### src/rtl/nibble_serial_adder_seq_if.sv
// Operand/result handshake bundle for nibble_serial_adder_seq.
// The optional sub field exists only when SUBTRACT_EN is defined.
interface nibble_serial_adder_seq_if #(
  parameter int unsigned WIDTH = 16
);
`ifdef SUBTRACT_EN
  logic             sub;
`endif
  logic             in_valid;
  logic             in_ready;
  logic [WIDTH-1:0] a;
  logic [WIDTH-1:0] b;
  logic             cin;
  logic             out_valid;
  logic             out_ready;
  logic [WIDTH-1:0] sum;
  logic             cout;

  // Upstream/downstream side: drives operands, consumes results.
  modport master (
`ifdef SUBTRACT_EN
    output sub,
`endif
    output in_valid, a, b, cin, out_ready,
    input  in_ready, out_valid, sum, cout
  );

  // Sequencer side.
  modport slave (
`ifdef SUBTRACT_EN
    input  sub,
`endif
    input  in_valid, a, b, cin, out_ready,
    output in_ready, out_valid, sum, cout
  );
endinterface

### src/rtl/nibble_serial_adder_seq.sv
// Serial WIDTH-bit adder sequencer driving an external 4-bit adder slice,
// one nibble per clock, with valid/ready handshakes on both sides.
// Optional feature macro: SUBTRACT_EN (adds bus.sub; sub=1 computes a-b).
module nibble_serial_adder_seq #(
  parameter int unsigned WIDTH = 16
) (
  input  logic                             clk,
  input  logic                             rst,
  nibble_serial_adder_seq_if.slave         bus,
  output logic                             busy,
  output logic [3:0]                       add_a,
  output logic [3:0]                       add_b,
  output logic                             add_cin,
  input  logic [3:0]                       add_sum,
  input  logic                             add_cout
);
  localparam int unsigned NIBBLES = WIDTH / 4;
  localparam int unsigned IDX_W   = (NIBBLES > 1) ? $clog2(NIBBLES) : 1;

  typedef enum logic [1:0] {StIdle, StRun, StDone} state_e;

  state_e             state_q, state_d;
  logic [WIDTH-1:0]   a_q, a_d;
  logic [WIDTH-1:0]   b_q, b_d;
  logic [WIDTH-1:0]   sum_q, sum_d;
  logic [IDX_W-1:0]   idx_q, idx_d;
  logic               carry_q, carry_d;
  logic               cout_q, cout_d;
  logic               out_valid_q, out_valid_d;
  logic [WIDTH-1:0]   a_shift, b_shift;
  logic               accept;

  // Current operand nibbles selected by shifting rather than indexing.
  assign a_shift = a_q >> {idx_q, 2'b00};
  assign b_shift = b_q >> {idx_q, 2'b00};

  assign bus.in_ready  = (state_q == StIdle) & ~rst;
  assign bus.out_valid = out_valid_q;
  assign bus.sum       = sum_q;
  assign bus.cout      = cout_q;
  assign busy          = (state_q != StIdle);
  assign accept        = bus.in_valid & bus.in_ready;

  // Next-state, datapath updates and adder-slice drive.
  always_comb begin
    state_d     = state_q;
    a_d         = a_q;
    b_d         = b_q;
    sum_d       = sum_q;
    idx_d       = idx_q;
    carry_d     = carry_q;
    cout_d      = cout_q;
    out_valid_d = out_valid_q;
    add_a       = 4'h0;
    add_b       = 4'h0;
    add_cin     = 1'b0;

    unique case (state_q)
      StIdle: begin
        if (accept) begin
          a_d     = bus.a;
          idx_d   = '0;
`ifdef SUBTRACT_EN
          // Two's-complement subtract: invert B and force carry-in.
          b_d     = bus.sub ? ~bus.b : bus.b;
          carry_d = bus.sub ? 1'b1 : bus.cin;
`else
          b_d     = bus.b;
          carry_d = bus.cin;
`endif
          state_d = StRun;
        end
      end
      StRun: begin
        add_a   = a_shift[3:0];
        add_b   = b_shift[3:0];
        add_cin = carry_q;
        sum_d[{idx_q, 2'b00} +: 4] = add_sum;
        carry_d = add_cout;
        if (idx_q == IDX_W'(NIBBLES - 1)) begin
          cout_d      = add_cout;
          out_valid_d = 1'b1;
          idx_d       = '0;
          state_d     = StDone;
        end else begin
          idx_d = idx_q + 1'b1;
        end
      end
      StDone: begin
        if (bus.out_ready) begin
          out_valid_d = 1'b0;
          state_d     = StIdle;
        end
      end
      default: state_d = StIdle;
    endcase
  end

  // State register; synchronous reset discards any operation in flight.
  always_ff @(posedge clk) begin
    if (rst) begin
      state_q     <= StIdle;
      a_q         <= '0;
      b_q         <= '0;
      sum_q       <= '0;
      idx_q       <= '0;
      carry_q     <= 1'b0;
      cout_q      <= 1'b0;
      out_valid_q <= 1'b0;
    end else begin
      state_q     <= state_d;
      a_q         <= a_d;
      b_q         <= b_d;
      sum_q       <= sum_d;
      idx_q       <= idx_d;
      carry_q     <= carry_d;
      cout_q      <= cout_d;
      out_valid_q <= out_valid_d;
    end
  end
endmodule
### src/flat_wrapper.sv
// flat-port wrapper written by rule: the top's interface ports become plain ports
module nibble_serial_adder_seq_flat 
#(
  parameter int unsigned WIDTH = 16
)
  (clk, rst, busy, add_a, add_b, add_cin, add_sum, add_cout, bus_in_valid, bus_a, bus_b, bus_cin, bus_out_ready, bus_in_ready, bus_out_valid, bus_sum, bus_cout);
  nibble_serial_adder_seq_if #(.WIDTH(WIDTH)) bus_i ();
  input  logic clk;
  input  logic rst;
  output logic busy;
  output logic [3:0] add_a;
  output logic [3:0] add_b;
  output logic add_cin;
  input  logic [3:0] add_sum;
  input  logic add_cout;
  input wire logic [$bits(bus_i.in_valid)-1:0] bus_in_valid;
  input wire logic [$bits(bus_i.a)-1:0] bus_a;
  input wire logic [$bits(bus_i.b)-1:0] bus_b;
  input wire logic [$bits(bus_i.cin)-1:0] bus_cin;
  input wire logic [$bits(bus_i.out_ready)-1:0] bus_out_ready;
  output wire logic [$bits(bus_i.in_ready)-1:0] bus_in_ready;
  output wire logic [$bits(bus_i.out_valid)-1:0] bus_out_valid;
  output wire logic [$bits(bus_i.sum)-1:0] bus_sum;
  output wire logic [$bits(bus_i.cout)-1:0] bus_cout;
  assign bus_i.in_valid = bus_in_valid;
  assign bus_i.a = bus_a;
  assign bus_i.b = bus_b;
  assign bus_i.cin = bus_cin;
  assign bus_i.out_ready = bus_out_ready;
  assign bus_in_ready = bus_i.in_ready;
  assign bus_out_valid = bus_i.out_valid;
  assign bus_sum = bus_i.sum;
  assign bus_cout = bus_i.cout;
  nibble_serial_adder_seq #(.WIDTH(WIDTH)) u_core (.clk(clk), .rst(rst), .bus(bus_i), .busy(busy), .add_a(add_a), .add_b(add_b), .add_cin(add_cin), .add_sum(add_sum), .add_cout(add_cout));
endmodule
### config.mk
export PLATFORM = sky130hd
export DESIGN_NAME = nibble_serial_adder_seq_flat
export DESIGN_NICKNAME = d
export VERILOG_FILES = /design/src/rtl/nibble_serial_adder_seq_if.sv /design/src/rtl/nibble_serial_adder_seq.sv /design/src/flat_wrapper.sv
export SDC_FILE = /design/constraint.sdc
export NUM_CORES = 1
export LEC_CHECK = 0
export ABC_AREA = 1
export ABC_CLOCK_PERIOD_IN_PS = 1650
export BUFFER_PORTS_ARGS = -buffer_cell sky130_fd_sc_hd__buf_2
export CAP_MARGIN = 20
export CORE_UTILIZATION = 48
export CTS_BUF_LIST = sky130_fd_sc_hd__clkbuf_8
export DETAILED_ROUTE_END_ITERATION = 12
export PLACE_DENSITY = 0.78
export SLEW_MARGIN = 20
export SYNTH_ARGS = -nofsm -noshare
export SYNTH_HDL_FRONTEND = slang
export SYNTH_SLANG_ARGS = --single-unit
export TNS_END_PERCENT = 5
### constraint.sdc
create_clock -name clk -period 1.65 [get_ports clk]
set_input_delay 0.0825 -clock clk [delete_from_list [all_inputs] [get_ports clk]]
set_output_delay 0.0825 -clock clk [all_outputs]
set_load 0.005 [all_outputs]
==> metrics.txt, run 1 <==
outcome=finished, violations left; failing checks=hold timing; arrival time worst endpoint=around 1.5 ns; Pleak=1.48 nW; worst min path class=primary input to register; drt total wl=between 5000 and 6000 microns; starting density of the core=50.8%; Final Max Tran Viols=0; Synth top cells by count=nand2_1, nand3_1, dfxtp_1; Syn Nets=395; post-synth top area share=45.0%; cells after synthesis=347; # H-tree levels=2; sw power=679 uW; Sequential Power Share=around 57%; crit path cell chain=clkinv_2 -> buf_4 -> nor2_1 -> o21ai_0 -> a21oi_1 -> buf_2; via count=between 2,000 and 3,000; Worst slew margin=roughly four fifths; Final #Nets=~480; Detail Placement HPWL=4070 microns; max incr delay on CP=about 0.36 ns; Cell variety after synth=19; number of fill cells=roughly 430; Core Region=4820 sq um; Pwr Total=between 2 and 3 mW; critical path capture point type=output pin; drt pass-1 iters=4; setup repair bufs after CTS=0; clock sinks=between 50 and 60; Final Wtd Congestion=0.807; CP startpoint kind=register; Clock Tree Buf Depth=2; share of layout cells above drive strength 1=between 20 and 25%; die height=roughly 73 microns; sequential share of the synthesized area=45.0%; largest net degree at the start of global routing=34; kind of critical path=register to output pin; Clock Skews=about 0.0095 ns; CTS buffer count=5; vias in the first global route=approximately 2,300; die width=73.4 microns; clk slew on worst S/H paths=about 0.090 ns; Post-synth EDFFs=0; # diodes=0; max_cap viols=0; DRT antenna net count=0; DR WL/cell=11.8 microns; Clk network pwr share=~27%; Synth area leader=dfxtp_1; GR Overflow Total=0; Post-synth ARST share=0%; Max FO, Critical Path=7; Reg2Reg Setup Slack=around 0.17 ns; synthesized flop and latch total=55; unrepaired setup endpoints after global routing=no; Synth Cell Area=roughly 2400 sq um; min Tclk post-route=roughly 1.5 ns; fmax=651 MHz; synth warn=0; most numerous cell in the Yosys netlist=nand2_1; Syn Area/Cell=between 7 and 8 sq um; first-pass GRT wire length=approximately 9700 microns; Power Internal=1.86 mW; final cell area excluding filler cells=around 3100 sq um; Final TNS setup=0 ns; GRT Total Usage=a little under a quarter; clk_lat worst skew=0.31 ns; Iter 0 DRT Violations=125; Sw Share=a little over a quarter; TritonCTS clock tree=yes; Synth Flop Type=dfxtp_1; P per Cell Area=approximately 810 nW/um^2; CP max-delay cell=dfxtp_1; VDD IR max=between 0.5 and 0.6 mV; vias per cell=a little over 5; CP required=about 1.6 ns; die area=roughly 5400 sq um; Port-buffer cells=70; Final Hold Vio Count=2; final setup violation count=0; Root Driver=clkbuf_8; crit share post-route=93.1%; WHS=-0.00179 ns; initial antenna violation count=0; Worst-Margin Slew=0.324 ns; Placed Area=around 2900 sq um; IO Pins=between 70 and 80; combinational power share=~16%; Rows=25; area grow syn2layout=27.4%; Synth area leaders=dfxtp_1, nand3_1, nand2_1; DRC viols=0
[cells by family after synthesis]
| family | count (synthesis) | synth area share (%) |
|---|---|---|
| AOI/OAI and AO/OA | 48 | 9.81 |
| adders and majority gates | 6 | 3.07 |
| buffers and inverters | 37 | 6.74 |
| DFF | 55 | 45.0 |
| and+or+nand+nor | 201 | 35.4 |
[cell usage in the layout, fill, tap and decap left out, drive strengths merged]
cell and count:
buf 81, nand2 76, nand3 75, dfxtp 55, nor2 45, a21oi 31
o21ai 17, dlygate4sd3 17, inv 15, ha 6, clkbuf 5, nor3 4
clkinv 2, nand3b 1
[flip-flops by register name, summed over array words and instances (netlist names)]
signal,flops
u_core.idx_q,2
u_core.bus.out_valid,1
u_core.bus.sum,16
u_core.state_q,2
u_core.a_q,16
u_core.carry_q,1
u_core.b_q,16
u_core.bus.cout,1
[layout make-up]
type | instances | area [sq um] | area share, %
Sequential cell | 55 | 1100 | 35.3
Clock inverter | 3 | 12.5 | 0.401
Timing Repair Buffer | 98 | 614 | 19.7
Clock buffer | 5 | 68.8 | 2.21
Multi-Input combinational cell | 255 | 1180 | 38.0
Inverter | 14 | 53.8 | 1.72
Tap cell | 67 | 83.8 | 2.69
[final timing paths]
kind,cells past startpoint,start,end
max,6,u_core.idx_q[1],add_a[3]
min,3,bus_a[6],u_core.a_q[6]
max reg2reg,7,u_core.idx_q[1],u_core.bus.sum[13]
min reg2reg,2,u_core.bus.sum[11],u_core.bus.sum[11]
[what timing repair did]
action	CTS	global route
endpoints found under the hold margin	16	1
hold buffers	16	1
gates resized for setup	0	6
endpoints found under the setup margin	0	11
[metrics by stage]
stage	instances	utilization, %	hold WS (ns)	setup WS [ns]
6_report	497	64.8	-0.00179	0.114
3_3_place_gp	472	59.2	0.301	0.236
5_1_grt	497	64.8	0.00921	0.00519
4_1_cts	496	64.3	0.000665	0.0123
2_1_floorplan	347	-	0.214	0.0210
3_5_place_dp	472	59.2	0.303	0.176
[per-layer routing]
layer	wire length (microns)	global-route usage (%)	vias up
met2	3010	43.7	57
met1	2540	26.0	1140
met3	225	3.70	7
met4	74	8.33	0
li1	-	-	1307
met5	0	0	-
[critical path: cells and delay by family (launching register included)]
| family | cells | cell delay [ns] |
|---|---|---|
| AND/OR/NAND/NOR | 1 | 0.09 |
| AO/OA/AOI/OAI | 2 | 0.25 |
| flip-flops | 1 | 0.36 |
| buffers and inverters | 3 | 0.45 |
[power by group through the flow]
stage / Combinational (mW) / Sequential [mW] / Clock, mW
floorplan: 0.251 / 1.46 / 0
global placement: 0.358 / 1.47 / 0
detailed placement: 0.366 / 1.47 / 0
CTS: 0.397 / 1.44 / 0.699
global route: 0.456 / 1.45 / 0.767
finish: 0.404 / 1.44 / 0.697
No activity file was read; power rests on OpenSTA's default activity.
==> run 2: changes to the inputs <==
Settings changed: CELL_PAD_IN_SITES_DETAIL_PLACEMENT set to 0, CELL_PAD_IN_SITES_GLOBAL_PLACEMENT set to 1, CORE_UTILIZATION 48 to 34, PLACE_DENSITY 0.78 to not set, PLACE_DENSITY_LB_ADDON set to 0.1.
==> metrics.txt, run 2 (synthesis results as in run 1) <==
setup repair bufs after CTS=0 (unchanged); Clock Skews=0.00803 ns (-0.00147 ns); Iter 0 DRT Violations=56 (-55%); Port-buffer cells=70 (unchanged); die width=86.9 microns (+18%); first-pass GRT wire length=10,900 microns (+12%); critical path capture point type=output pin; CTS buffer count=5 (unchanged); RR Startpoint=u_core.idx_q[0]; pre-CTS WS=0.144 ns (-0.0315 ns); vias in the first global route=2,429 (+3.6%); die height=86.9 microns (+18%); # diodes=0 (unchanged); Final Wtd Congestion=0.736 (-8.9%); GR Overflow Total=0 (unchanged); outcome=finished, final reports clean; CP max-delay cell=dfxtp_1; VDD IR max=0.382 mV (-27%); crit path cell chain=nand2_2 -> buf_4 -> a21oi_1 -> buf_2; DRC viols=0 (unchanged); most frequent cells in the layout=nand2_1, nand3_1, buf_2, dfxtp_1, nor2_1; most common cell after layout, fill and taps aside=nand2_1; starting density of the core=35.6% (-15 points); drt pass-1 iters=6 (+2); vias per cell=4.67 (-7.6%); Critical Path Source=u_core.state_q[0]; Final TNS setup=0 ns (unchanged); share of layout cells above drive strength 1=22.7% (+0.58 points); Root Driver=clkbuf_8; Final Hold Vio Count=0 (-2); initial antenna violation count=0 (unchanged); worst setup path end=add_b[0]; setup ws final=0.0828 ns (-0.0308 ns); max_cap viols=0 (unchanged); crit share post-route=95.0% (+1.9 points); clk_lat worst skew=0.31 ns (about the same); Core Region=6870 sq um (+43%); GRT Total Usage=18.4% (-4.7 points); final setup violation count=0 (unchanged); max incr delay on CP=0.48 ns (+0.12 ns); Rows=30 (+20%); fmax=638 MHz (-2.0%); area grow syn2layout=35.7%; DR WL/cell=12.0 microns (+2.2%); kind of critical path=register to output pin; Final Max Tran Viols=0 (unchanged); P per Cell Area=845 nW/um^2 (+3.8%); # H-tree levels=2 (unchanged); drt total wl=6460 microns (+10%); Crit. path cell count=4 (-2); TritonCTS clock tree=yes; WHS=0.00428 ns (+0.00607 ns); via count=2,506 (-0.20%); Worst slew margin=76.7% (-1.7 points); cell family with most CP delay=flip-flops; arrival time worst endpoint=1.48 ns (+0.03 ns); clk slew on worst S/H paths=0.10 ns (about the same); Final #Nets=488 (+2.3%); die area=7550 sq um (+40%); Detail Placement HPWL=4360 microns (+7.0%); unrepaired setup endpoints after global routing=yes; min Tclk post-route=1.57 ns (+0.0308 ns); r2r worst-path depth=6 (-1); CP required=1.57 ns (about the same); Pwr Total=2.81 mW (+11%); Max FO, Critical Path=8 (+1); DRT antenna net count=0 (unchanged); Reg2Reg Setup Slack=0.20 ns (+0.03 ns); Worst-Margin Slew=0.350 ns (+0.0256 ns); Clock Tree Buf Depth=2 (unchanged); CP startpoint kind=register; r2r endpoint=u_core.bus.sum[7]; WP buf/inv=2 (-1); Pleak=1.55 nW (+4.4%); largest net degree at the start of global routing=34 (unchanged); worst min path class=primary input to register; IO Pins=71 (unchanged); clock sinks=55 (unchanged)
-- run 2: area by class of cell --
type	count	area, sq um
Clock inverter	2	35.0
Fill cell	739	3550
Inverter	14	55.1
Tap cell	96	120
Multi-Input combinational cell	255	1190
Timing Repair Buffer	109	739
Clock buffer	6	82.6
Sequential cell	55	1100
-- run 2: worst reg2reg max path, cell delays in order (launching register included) --
cell and delay, ns:
dfxtp_1 0.37, buf_6 0.21, ha_1 0.19, nand3_1 0.17, nor2_1 0.25, nand2_1 0.10
a21oi_1 0.12
-- run 2: layer usage --
| layer | GRT usage [%] | up-vias | part of all wire, % |
|---|---|---|---|
| li1 | - | 1324 | - |
| met1 | 21.2 | 1128 | 48 |
| met2 | 33.6 | 49 | 47 |
| met3 | 4.27 | 5 | 4.1 |
| met4 | 5.45 | 0 | 0.84 |
| met5 | 0 | - | 0 |
-- run 2: stage by stage --
| stage | std cells | instance area (sq um) | utilization, % |
|---|---|---|---|
| after floorplan | 347 | 2450 | - |
| after global placement | 502 | 2920 | 42.6 |
| after detailed placement | 502 | 2920 | 42.6 |
| after CTS | 537 | 3310 | 48.2 |
| after global routing | 537 | 3320 | 48.4 |
| final | 537 | 3320 | 48.4 |
-- run 2: power by group --
part           switching [mW]  internal (mW)  total [mW]  leakage [nW]
registers              0.0378           1.40        1.44         0.450
logic                   0.242          0.199       0.441          1.03
clock network           0.439          0.492       0.931        0.0612
total                   0.719           2.09        2.81          1.55
-- run 2: what timing repair did --
action                                 CTS  global route
endpoints found under the hold margin   27             0
gates resized for setup                  1             6
pin swaps                                0             0
setup endpoints to repair                1            19
hold buffers                            27             0
-- run 2: worst min path at each step --
stage | end | start | slack (ns) | cells past startpoint
after floorplan | u_core.a_q[0] | bus_a[0] | 0.21 | 2
after global placement | u_core.a_q[8] | bus_a[8] | 0.30 | 3
after detailed placement | u_core.a_q[8] | bus_a[8] | 0.30 | 3
after CTS | u_core.a_q[11] | bus_a[11] | 0.003 | 3
after global routing | u_core.a_q[7] | bus_a[7] | 0.01 | 3
final | u_core.a_q[11] | bus_a[11] | 0.004 | 3
==> run 3: changes to the inputs <==
Settings changed: ABC_AREA 1 to not set, ABC_CLOCK_PERIOD_IN_PS 1650 to 1350, CORE_UTILIZATION 34 to 36.
Clock period 1.65 ns to 1.35 ns, I/O delays scaled along.
==> metrics.txt, run 3 <==
outcome=finished, violations left; failing checks=setup timing; most common cell after layout, fill and taps aside=buf_2; CTS buffer count=5 (unchanged); Iter 0 DRT Violations=69 (+23%); # diodes=0 (unchanged); Sw Share=25.5% (-0.087 points); CP max-delay cell=mux4_2; drt total wl=5870 microns (-9.2%); GR Overflow Total=0 (unchanged); cells after synthesis=267 (-23%); Post-synth EDFFs=0 (unchanged); vias in the first global route=2,122 (-13%); Synth Flop Type=dfxtp_1; Synth area leader=dfxtp_1; sw power=854 uW (+19%); r2r endpoint=u_core.bus.sum[5]; final setup violation count=22 (+22); Syn Nets=315 (-20%); first-pass GRT wire length=9720 microns (-11%); CP required=1.28 ns (-0.29 ns); clock sinks=55 (unchanged); worst min path class=primary input to register; Reg2Reg Setup Slack=-0.22 ns (-0.42 ns); Post-synth ARST share=0% (unchanged); Synth area leaders=dfxtp_1, nand2b_1, mux4_2; P per Cell Area=909 nW/um^2 (+7.5%); IO Pins=71 (unchanged); DRC viols=0 (unchanged); Final #Nets=429 (-12%); arrival time worst endpoint=1.61 ns (+0.13 ns); via count=2,180 (-13%); RR Startpoint=u_core.idx_q[0]; mux share of post-synthesis cell area=7.65% (+7.6 points); Rows=29 (-3.3%); Syn Area/Cell=9.32 sq um (+32%); share of layout cells above drive strength 1=35.1% (+12 points); WHS=0.00977 ns (+0.00549 ns); Root Driver=clkbuf_8; initial antenna violation count=0 (unchanged); synth warn=0 (unchanged); Synth top cells by count=dfxtp_1, nand2b_1, nand2_1; drt pass-1 iters=2 (-4); Final Max Tran Viols=0 (unchanged); TritonCTS clock tree=yes; combinational power share=18.3% (+2.6 points); GRT Total Usage=16.8% (-1.6 points); Worst-Margin Slew=0.329 ns (-0.0208 ns); Clock Tree Buf Depth=2 (unchanged); die height=85.1 microns (-2.0%); Cell variety after synth=31 (+12); Detail Placement HPWL=3810 microns (-12%); Clock Skews=0.00785 ns (-0.000188 ns); Port-buffer cells=70 (unchanged); largest family of logic cells by synthesized area=simple AND/OR/NAND/NOR gates; # H-tree levels=2 (unchanged); starting density of the core=38.3% (+2.7 points); Final Wtd Congestion=0.698 (-5.1%); area grow syn2layout=48.2%; vias per cell=4.75 (+1.8%); max_cap viols=0 (unchanged); Placed Instances=412 (-18%); Clk network pwr share=29.3% (-3.9 points); setup ws final=-0.327 ns (-0.410 ns); critical path capture point type=output pin; post-route insts no fill=459 (-15%); Worst Hold End=u_core.bus.sum[11]; largest net degree at the start of global routing=44 (+29%); CP startpoint kind=register; simple-gate share of the synthesized area=24.0% (-11 points); XOR/XNOR Fraction of Synth Area=0% (unchanged); Sequential Power Share=52.4% (+1.2 points); Core Region=6490 sq um (-5.4%); Synth Area in Compound Gates=14.8% (+5.0 points); clk_lat worst skew=0.31 ns (about the same); max incr delay on CP=0.48 ns (about the same); DRT antenna net count=0 (unchanged); min Tclk post-route=approximately 1.7 ns; crit path cell chain=clkbuf_16 -> mux4_2 -> and2_4 -> buf_6; hold path depth=2 (-1); crit share post-route=124%; DR WL/cell=12.8 microns (+6.3%); kind of critical path=register to output pin; most frequent cells in the layout=buf_2, dfxtp_1, nand2b_1, nand2_1, dlygate4sd3_1; VDD IR max=0.591 mV (+55%); Pwr Total=3.35 mW (+19%); Adder-Cell Fraction of Synth Area=3.02% (-0.048 points); min-delay src=add_sum[3]; Synth Cell Area=2490 sq um (+1.6%); synthesized flop and latch total=55 (unchanged); pre-CTS WS=-0.0796 ns (-0.224 ns); die width=85.1 microns (-2.0%); sequential share of the synthesized area=44.3% (-0.70 points); Max FO, Critical Path=4 (-4); Worst slew margin=78.1% (+1.4 points); Final Hold Vio Count=0 (unchanged); unrepaired setup endpoints after global routing=yes; fmax=a little under 600 MHz; post-synth top area share=44.3% (-0.70 points); Power Internal=2.49 mW (+19%); most numerous cell in the Yosys netlist=dfxtp_1; clk slew on worst S/H paths=0.11 ns (about the same); Pleak=1.51 nW (-2.3%); r2r worst-path depth=7 (+1); die area=7250 sq um (-4.0%)
==> run 3: how the worst max path moves through the flow <==
stage	startpoint	endpoint	slack, ns	depth (start not counted)
finish	u_core.idx_q[0]	add_a[1]	-0.33	4
detailed placement	u_core.idx_q[0]	u_core.bus.sum[5]	-0.08	5
global route	u_core.idx_q[0]	add_a[2]	-0.38	4
floorplan	u_core.idx_q[0]	u_core.bus.sum[10]	-0.15	6
CTS	u_core.idx_q[0]	add_a[2]	-0.36	4
global placement	u_core.idx_q[0]	u_core.bus.sum[6]	-0.03	5
==> run 3: cell type report <==
class	instances	area [sq um]
Fill cell	604	2810
Multi-Input combinational cell	177	1310
Sequential cell	55	1110
Timing Repair Buffer	126	1010
Tap cell	77	96.3
Clock buffer	6	82.6
Inverter	16	63.8
Clock inverter	2	16.3
==> run 3: power by group through the flow <==
stage	registers, mW	logic [mW]	clock network [mW]
floorplan	1.78	0.288	0
global placement	1.79	0.465	0
detailed placement	1.79	0.469	0
CTS	1.76	0.568	1.01
global route	1.77	0.681	1.06
finish	1.75	0.614	0.982
==> run 3: critical path: cells and delay by family, from the launching register on <==
kind | cells | cell delay [ns]
DFF | 1 | 0.41
muxes | 1 | 0.48
buffers and inverters | 2 | 0.27
and+or+nand+nor | 1 | 0.15
==> run 3: through the flow <==
step           util (%)  instance area (sq um)  TNS [ns]
2_1_floorplan         -                   2520     -1.18
3_3_place_gp       46.8                   3040    -0.299
3_5_place_dp       46.8                   3040    -0.823
4_1_cts            54.6                   3550     -3.91
5_1_grt            56.8                   3690     -6.38
6_report           56.8                   3690     -4.43
==> run 3: logic make-up (layout without fill, tap and decap cells) <==
family / count (synthesis) / count (layout)
mux: 9 / 9
flops: 55 / 55
compound gates: 56 / 56
simple gates: 106 / 106
buf+inv: 35 / 150
fa+ha+maj: 6 / 6
==> run 3: per-layer routing <==
layer	vias to the layer above	track usage [%]	wire length [microns]
met1	997	21.7	2830
met2	43	28.4	2770
li1	1133	-	-
met3	7	3.21	197
met4	0	5.08	69
met5	-	0	0
==> run 3: repair_timing <==
action	CTS	global route
endpoints found under the hold margin	35	0
pin swaps	0	17
hold buffers	35	0
buffers inserted	2	1
resized for setup	13	30
endpoints found under the setup margin	23	59
gates cloned	0	1
